`src/rtl/rst_seq_pkg.sv`:
```
// rst_seq_pkg
//   Shared types and elaboration-time helpers for the reset sequencer.
//   - seq_state_t : sequencer FSM state encoding
//   - cnt_width() : width of the shared phase counter
//   - idx_width() : width of the stage index (at least 1 bit)
package rst_seq_pkg;

  typedef enum logic [2:0] {
    HOLD     = 3'd0,
    RELEASE  = 3'd1,
    WAIT_ACK = 3'd2,
    GAP      = 3'd3,
    DONE     = 3'd4,
    FAULT    = 3'd5
  } seq_state_t;

  // fault_stage is always reported on this many bits, zero-extended.
  localparam int FAULT_STAGE_W = 3;

  // One counter serves hold, gap and ack-timeout phases, so it is sized
  // for the largest of the three.
  function automatic int cnt_width(input int hold_c, input int gap_c, input int tmo_c);
    int m;
    m = hold_c;
    if (gap_c > m) m = gap_c;
    if (tmo_c > m) m = tmo_c;
    if (m < 1) m = 1;
    return $clog2(m + 1);
  endfunction

  function automatic int idx_width(input int n);
    return (n <= 2) ? 1 : $clog2(n);
  endfunction

endpackage

```
`src/rtl/seq_timer.sv`:
```
// seq_timer
//   Saturating phase counter shared by the hold, gap and ack-timeout phases.
//   The counter restarts from zero on clr and otherwise counts one per
//   cycle, sticking at all-ones instead of wrapping. last flags the cycle
//   in which the phase limit is reached, so a phase of L cycles is
//   programmed with limit = L-1.
//   Ports:
//     clk   - clock
//     clr   - synchronous clear (also used as the reset path)
//     limit - terminal count of the current phase
//     last  - high while count == limit
module seq_timer #(
  parameter int W = 8
) (
  input  logic         clk,
  input  logic         clr,
  input  logic [W-1:0] limit,
  output logic         last
);

  logic [W-1:0] cnt;

  always_ff @(posedge clk) begin
    if (clr)
      cnt <= '0;
    else if (cnt != '1)
      cnt <= cnt + W'(1);
  end

  assign last = (cnt == limit);

endmodule

```
`src/rtl/reset_sequencer.sv`:
```
// reset_sequencer
//   Releases N_STAGES downstream reset domains in order (lowest index
//   first) after the system reset or a soft restart. All domains are held
//   for HOLD_CYCLES, then each stage is released, its ready acknowledge is
//   awaited (bounded by ACK_TIMEOUT), and GAP_CYCLES idle cycles separate
//   an acknowledge from the next release. A missing acknowledge parks the
//   sequencer in a sticky fault until rst or soft_req.
//   Ports:
//     clk         - clock
//     rst         - synchronous active-high reset
//     soft_req    - single-cycle restart request, accepted in any state
//     stage_ack   - per-stage ready level (clk domain)
//     stage_rstn  - per-stage active-low reset, registered, thermometer coded
//     busy        - sequence in progress
//     done        - all stages released and acknowledged
//     fault       - sticky acknowledge timeout
//     fault_stage - index of the stage that timed out (valid with fault)
module reset_sequencer
  import rst_seq_pkg::*;
#(
  parameter int N_STAGES    = 4,
  parameter int HOLD_CYCLES = 16,
  parameter int GAP_CYCLES  = 8,
  parameter int ACK_TIMEOUT = 255
) (
  input  logic                     clk,
  input  logic                     rst,
  input  logic                     soft_req,
  input  logic [N_STAGES-1:0]      stage_ack,
  output logic [N_STAGES-1:0]      stage_rstn,
  output logic                     busy,
  output logic                     done,
  output logic                     fault,
  output logic [FAULT_STAGE_W-1:0] fault_stage
);

  localparam int CW = cnt_width(HOLD_CYCLES, GAP_CYCLES, ACK_TIMEOUT);
  localparam int IW = idx_width(N_STAGES);

  localparam logic [IW-1:0] LAST_IDX = IW'(N_STAGES - 1);
  localparam logic [CW-1:0] HOLD_LIM = CW'(HOLD_CYCLES - 1);
  localparam logic [CW-1:0] GAP_LIM  = CW'((GAP_CYCLES > 0) ? GAP_CYCLES - 1 : 0);
  localparam logic [CW-1:0] TMO_LIM  = CW'(ACK_TIMEOUT - 1);

  seq_state_t    state;
  logic [IW-1:0] idx;
  logic          ack_cur;
  logic          restart;
  logic          tmr_clr;
  logic          tmr_last;
  logic [CW-1:0] tmr_limit;

  // Only the stage currently being waited on is ever looked at, so stray
  // or dropping acks of other stages have no effect.
  assign ack_cur = stage_ack[idx];
  assign restart = rst | soft_req;

  // Phase length seen by the timer in the current state.
  always_comb begin
    tmr_limit = '0;
    case (state)
      HOLD:     tmr_limit = HOLD_LIM;
      WAIT_ACK: tmr_limit = TMO_LIM;
      GAP:      tmr_limit = GAP_LIM;
      default:  tmr_limit = '0;
    endcase
  end

  // The timer restarts at every phase boundary, so each phase counts from
  // zero on its first cycle. It stays cleared in states that do not time.
  always_comb begin
    tmr_clr = 1'b1;
    case (state)
      HOLD:     tmr_clr = tmr_last;
      WAIT_ACK: tmr_clr = ack_cur | tmr_last;
      GAP:      tmr_clr = tmr_last;
      default:  tmr_clr = 1'b1;
    endcase
    if (restart) tmr_clr = 1'b1;
  end

  seq_timer #(.W(CW)) u_timer (
    .clk   (clk),
    .clr   (tmr_clr),
    .limit (tmr_limit),
    .last  (tmr_last)
  );

  // rst and soft_req share one path: both return to a full hold with
  // every stage in reset; rst having priority gives the same result.
  always_ff @(posedge clk) begin
    if (restart) begin
      state       <= HOLD;
      idx         <= '0;
      stage_rstn  <= '0;
      busy        <= 1'b1;
      done        <= 1'b0;
      fault       <= 1'b0;
      fault_stage <= '0;
    end else begin
      case (state)
        HOLD: begin
          if (tmr_last) begin
            state <= RELEASE;
            idx   <= '0;
          end
        end

        // Shifting a one in keeps stage_rstn thermometer coded by
        // construction; idx always equals the number of bits already set.
        RELEASE: begin
          stage_rstn <= (stage_rstn << 1) | N_STAGES'(1);
          state      <= WAIT_ACK;
        end

        // First look at the ack is the cycle after the release edge.
        // An ack arriving on the final timeout cycle still counts.
        WAIT_ACK: begin
          if (ack_cur) begin
            if (idx == LAST_IDX) begin
              state <= DONE;
              busy  <= 1'b0;
              done  <= 1'b1;
            end else if (GAP_CYCLES == 0) begin
              state <= RELEASE;
              idx   <= idx + IW'(1);
            end else begin
              state <= GAP;
            end
          end else if (tmr_last) begin
            state       <= FAULT;
            busy        <= 1'b0;
            fault       <= 1'b1;
            fault_stage <= FAULT_STAGE_W'(idx);
          end
        end

        GAP: begin
          if (tmr_last) begin
            state <= RELEASE;
            idx   <= idx + IW'(1);
          end
        end

        // DONE and FAULT hold all outputs until a restart.
        default: ;
      endcase
    end
  end

endmodule

```
`config.mk`:
```
export PLATFORM = sky130hd
export DESIGN_NAME = reset_sequencer
export DESIGN_NICKNAME = d
export VERILOG_FILES = /design/src/rtl/rst_seq_pkg.sv /design/src/rtl/seq_timer.sv /design/src/rtl/reset_sequencer.sv
export SDC_FILE = /design/constraint.sdc
export NUM_CORES = 1
export LEC_CHECK = 0
export CAP_MARGIN = 20
export CORE_MARGIN = 8
export CORE_UTILIZATION = 52
export CTS_CLUSTER_SIZE = 8
export DETAILED_ROUTE_END_ITERATION = 16
export PLACE_DENSITY_LB_ADDON = 0.15
export SLEW_MARGIN = 15
export SYNTH_ARGS = -nofsm -noshare
export SYNTH_HDL_FRONTEND = slang
export SYNTH_SLANG_ARGS = --single-unit
```
`constraint.sdc`:
```
create_clock -name clk -period 2.3 [get_ports clk]
set_input_delay 0.23 -clock clk [delete_from_list [all_inputs] [get_ports clk]]
set_output_delay 0.23 -clock clk [all_outputs]
set_load 0.005 [all_outputs]
```
---- Yosys cells after proc, flatten, opt, wreduce, memory -nomap -nowiden ----
Index checks and enable logic that the tools add are counted.
storage, ports and cells
  bits in registers ....................... 22
  input bits .............................. 7
  output and inout port bits .............. 10
  word-level logic and storage cells ...... 51
operators by class
  add/subtract/negate cells ............... 2
  order comparisons ....................... 1
  equal/unequal tests ..................... 11
  muxes and demuxes ....................... 16
  bitwise operators ....................... 3
  reduce and logical (&&, ||, !) cells .... 10
operators with widths
  kind                   count
  $pmux W8 S3            1
  $reduce_and A3 Y1      5
  $mux W3                4
  $pmux W3 S3            1
  $add A8 B1 Y8 const B  1
  $eq A8 B8 Y1           1
  $ne A8 B8 Y1 const B   1
  $eq A3 B2 Y1 const B   2
  $mux W1                5
  $mux W2                2
  $ne A2 B1 Y1 const B   2
  $ne A2 B2 Y1 const B   2
  $pmux W2 S2            1
  $reduce_bool A2 Y1     2
  $eq A3 B1 Y1 const B   1
  $logic_not A3 Y1       1
  $lt A2 B3 Y1 const B   1
  $ne A3 B3 Y1 const B   1
  $reduce_bool A3 Y1     1
  $add A2 B1 Y2 const B  1
  $bmux W1 S2            1
  $eq A2 B2 Y1 const B   1
  $or A1 B1 Y1           2
  $pmux W1 S2            1
  2 further kinds        2

---- Logic depth before layout (Yosys ltp) ----
  word-level depth ........................ 6
  depth in mapped cells ................... 7
  mapped depth without buffers ............ 6

---- By module ----
Synthesis repeated with hierarchy kept, for this count alone.
unflattened totals
  cell total of the unflattened synthesis .. 130
  area total of the unflattened synthesis .. 1171.1 µm²
by module, submodules not included
  module           times used  cells an instance  area an instance (µm²)
  reset_sequencer  1           77                 673.1
  seq_timer        1           53                 498.0

---- Least setup slack after synthesis ----
Ideal clock, no wire load.
  path kind ............................... flip-flop to flip-flop
  start ................................... reg u_timer.cnt[4]
  end ..................................... reg idx[1]
  arrival time ............................ 1817 ps
  required time ........................... 2230 ps
  setup slack ............................. 412 ps
  stages on the path, launching flop included .. 7
  buffers on the path ..................... 0
  path through ............................ dfxtp_1 -> or4_4 -> mux2i_1 -> and3_1 -> o21ai_2 -> or4_1 -> a21oi_1
on the way
  word-level cells in the longest chain between the ends .. 3
RTL lines
  item                                    line                    source
  from (decl)                             seq_timer.sv:21         logic [W-1:0] cnt;
  from (signal assigned)                  seq_timer.sv:27         cnt <= cnt + W'(1);
  $eq A8 B8 Y1 (*)                        seq_timer.sv:30         assign last = (cnt == limit);
  $ne A2 B2 Y1 (no source line)           n/a
  $reduce_and A3 Y1 (no source line) (*)  n/a
  to (signal assigned)                    reset_sequencer.sv:126  idx <= idx + IW'(1);
  to (signal assigned)                    reset_sequencer.sv:141  idx <= idx + IW'(1);
  to (decl)                               reset_sequencer.sv:46   logic [IW-1:0] idx;
Mark *: on every way between the ends. The rest lies on a longest branch, timed or not.
A chain may end at the register's enable or synchronous reset.

---- Worst setup path in the final report ----
Ends and elaborated chain as after synthesis.

==> impl_metrics.json <==
{
  "postCtsHoldBufs": 0,
  "hold_path_class": "reg2reg",
  "antenna_found_initial": 0,
  "combinationalPowerShare_pct": 4.4,
  "syn_inst": 136,
  "cts_made_buffers": 3,
  "cts_tree": "done",
  "maxCapViolations": 0,
  "dieArea_um2": 3862,
  "drt_iter0_drc": 39,
  "avgSynthCellArea_um2": 8.142,
  "placed_area_um2": 1281,
  "grt_max_degree": 14,
  "max_freq_mhz": 489.1,
  "start_util_pct": 55.87,
  "seqPwrFrac_pct": 53.8,
  "grt_setup_unrepaired": "false",
  "cts_sinks": 22,
  "grt_pass1_wl_um": 4036,
  "track_usage_pct": 12.52,
  "n_antenna_cell": 0,
  "ff_latch_area_um2": 440.4,
  "p_switching_mw": 0.1396,
  "path_clk_slew_ns": 0.13,
  "power.density_nw_per_um2": 537.0,
  "fin_cells": 178,
  "num_rows": 16,
  "netlist_area_um2": 1107,
  "grt-ovfl-total": 0,
  "fp.dieH_um": 62.15,
  "cts-root-buf": "clkbuf_4",
  "timing_worst_setup_path_type": "reg2reg",
  "outcome": "complete, no violations",
  "ys_warn_count": 0,
  "drc": 0,
  "ys_seq_area_share_pct": 39.77,
  "die_x_um": 62.15,
  "worst-path-max-fanout": 6,
  "critPathRequiredTime_ns": 2.54,
  "ioPinCount": 17,
  "post_cts_resized": 0,
  "drive_gt1_share_pct": 7.285,
  "p_int_mw": 0.5766,
  "period_share_pct": 88.90,
  "switching_share_pct": 19.50,
  "ys_types": 37,
  "startpoint_type": "flop",
  "yosys_most_used_dff": "dfxtp_1",
  "cts_setup_buffers": 0,
  "hold_violations": 0,
  "final_util_pct": 67.30,
  "period_needed_ns": 2.045,
  "detail_route.wl_per_cell_um": 13.92,
  "viasPerCell": 5.573,
  "setup_viol_count_final": 0,
  "area_growth_pct": 20.45,
  "clk_latency_ns": 0.31,
  "finalClockSkew_ns": 0.01056,
  "fillers": 156,
  "placed_cells": 174,
  "dp.final_hpwl_um": 1871,
  "synth_seq_cells": 22,
  "h-tree-depth": 1,
  "synth_nets": 145,
  "ant_nets": 0,
  "p_leak_nw": 0.4544,
  "vias": 992,
  "gp_congestion": 0.8655,
  "first_pass_iters": 4,
  "clock_path_buffers": 2,
  "design_area_um2": 1334,
  "async_flop_share_pct": 0,
  "ir_drop_mv": 0.4626,
  "coreArea_um2": 1982,
  "crit_arrival_ns": 2.29,
  "multi_input_area_um2": 619.3,
  "routed_wl_um": 2478,
  "drv_slew": 0,
  "portBuffers": 15,
  "p_clk_share_pct": 41.8,
  "synth_edf_count": 0,
  "fin_nets": 161,
  "end_kind": "flop",
  "fin_tns_setup_ns": 0,
  "first_global_vias": 950
}
[cells in the mapped netlist (3+ instances only)]
| library cell | number | area (um2) |
|---|---|---|
| nor2_1 | 25 | 93.84 |
| mux2i_1 | 7 | 70.07 |
| nand3_1 | 6 | 30.03 |
| a21oi_1 | 6 | 30.03 |
| nor3_1 | 10 | 50.05 |
| clkbuf_1 | 4 | 15.01 |
| nand2_1 | 8 | 30.03 |
| inv_1 | 4 | 15.01 |
| xnor2_1 | 3 | 26.28 |
| o21ai_0 | 6 | 30.03 |
| dfxtp_1 | 22 | 440.4 |
[layout make-up]
| type | count | area share [%] |
|---|---|---|
| inverter | 4 | 1.126 |
| sequential | 22 | 33.02 |
| timing repair buffer | 18 | 12.95 |
| multi-input combinational | 103 | 46.44 |
| clock buffer | 3 | 1.689 |
| clock inverter | 1 | 2.251 |
| tap | 27 | 2.533 |
[sequential cells by signal, summed over array words and instances (netlist names)]
name,cells
u_timer.cnt,8
done,1
stage_rstn,4
fault_stage,2
state,3
busy,1
idx,2
fault,1
[kinds of logic after synthesis]
family	Yosys count	share of synthesized area (%)
mux	8	8.362
other cells	1	0.3387
simple gates	63	27.46
buf+inv	11	4.293
fa+ha+maj	2	2.260
flops	22	39.77
xor+xnor	5	3.956
compound gates	24	13.56
[metal layers]
layer	GRT usage [%]	vias to the layer above	routed length, um	share of wire [%]
met5	0	-	0	0
met4	6.122	0	44	1.8
met3	3.943	4	171	6.9
met2	20.70	38	1139	46
met1	14.15	448	1123	45
li1	-	502	-	-
[power by group through the flow]
stage	Sequential, mW	Clock [mW]	Combinational, mW
after floorplan	0.393	0	0.0176
after global placement	0.394	0	0.0305
after detailed placement	0.394	0	0.0312
after CTS	0.386	0.303	0.0313
after global routing	0.386	0.313	0.0341
final	0.385	0.299	0.0315
[critical path, cell delays in order, from the launching register on]
cell	delay [ns]
dfxtp_1	0.38
or4_4	0.55
mux2i_1	0.13
and3_1	0.18
o21ai_2	0.09
or4_1	0.48
a21oi_1	0.16
[cells in the final DEF (no fill, tap or decap), types with 3 or more instances in the layout]
cell type        instances
buf_4                    3
nand2_1                  8
nand3_1                  6
xnor2_1                  3
clkdlybuf4s50_1         15
nor3_1                  10
mux2i_1                  7
inv_1                    4
clkbuf_4                 3
o21ai_0                  6
a21oi_1                  6
nor2_1                  25
dfxtp_1                 22
[worst paths after layout]
check	from	endpoint	slack, ns	cells past startpoint
setup / recovery	u_timer.cnt[4]$_SDFFE_PP0P_	idx[1]$_SDFFE_PP0P_	0.26	6
hold / removal	fault$_SDFFE_PP0P_	fault$_SDFFE_PP0P_	0.47	2
setup reg to reg	u_timer.cnt[4]$_SDFFE_PP0P_	idx[1]$_SDFFE_PP0P_	0.26	6
hold reg to reg	fault$_SDFFE_PP0P_	fault$_SDFFE_PP0P_	0.47	2
[through the flow]
stage	power [mW]	worst slack (ns)	hold WS, ns
3_5_place_dp	0.4252	0.3022	0.4555
5_1_grt	0.7334	0.08885	0.4917
4_1_cts	0.7196	0.2690	0.4732
3_3_place_gp	0.4244	0.3636	0.4357
6_report	0.7162	0.2552	0.4677
2_1_floorplan	0.4110	0.4124	0.3590
No activity file was read; power rests on OpenSTA's default activity.
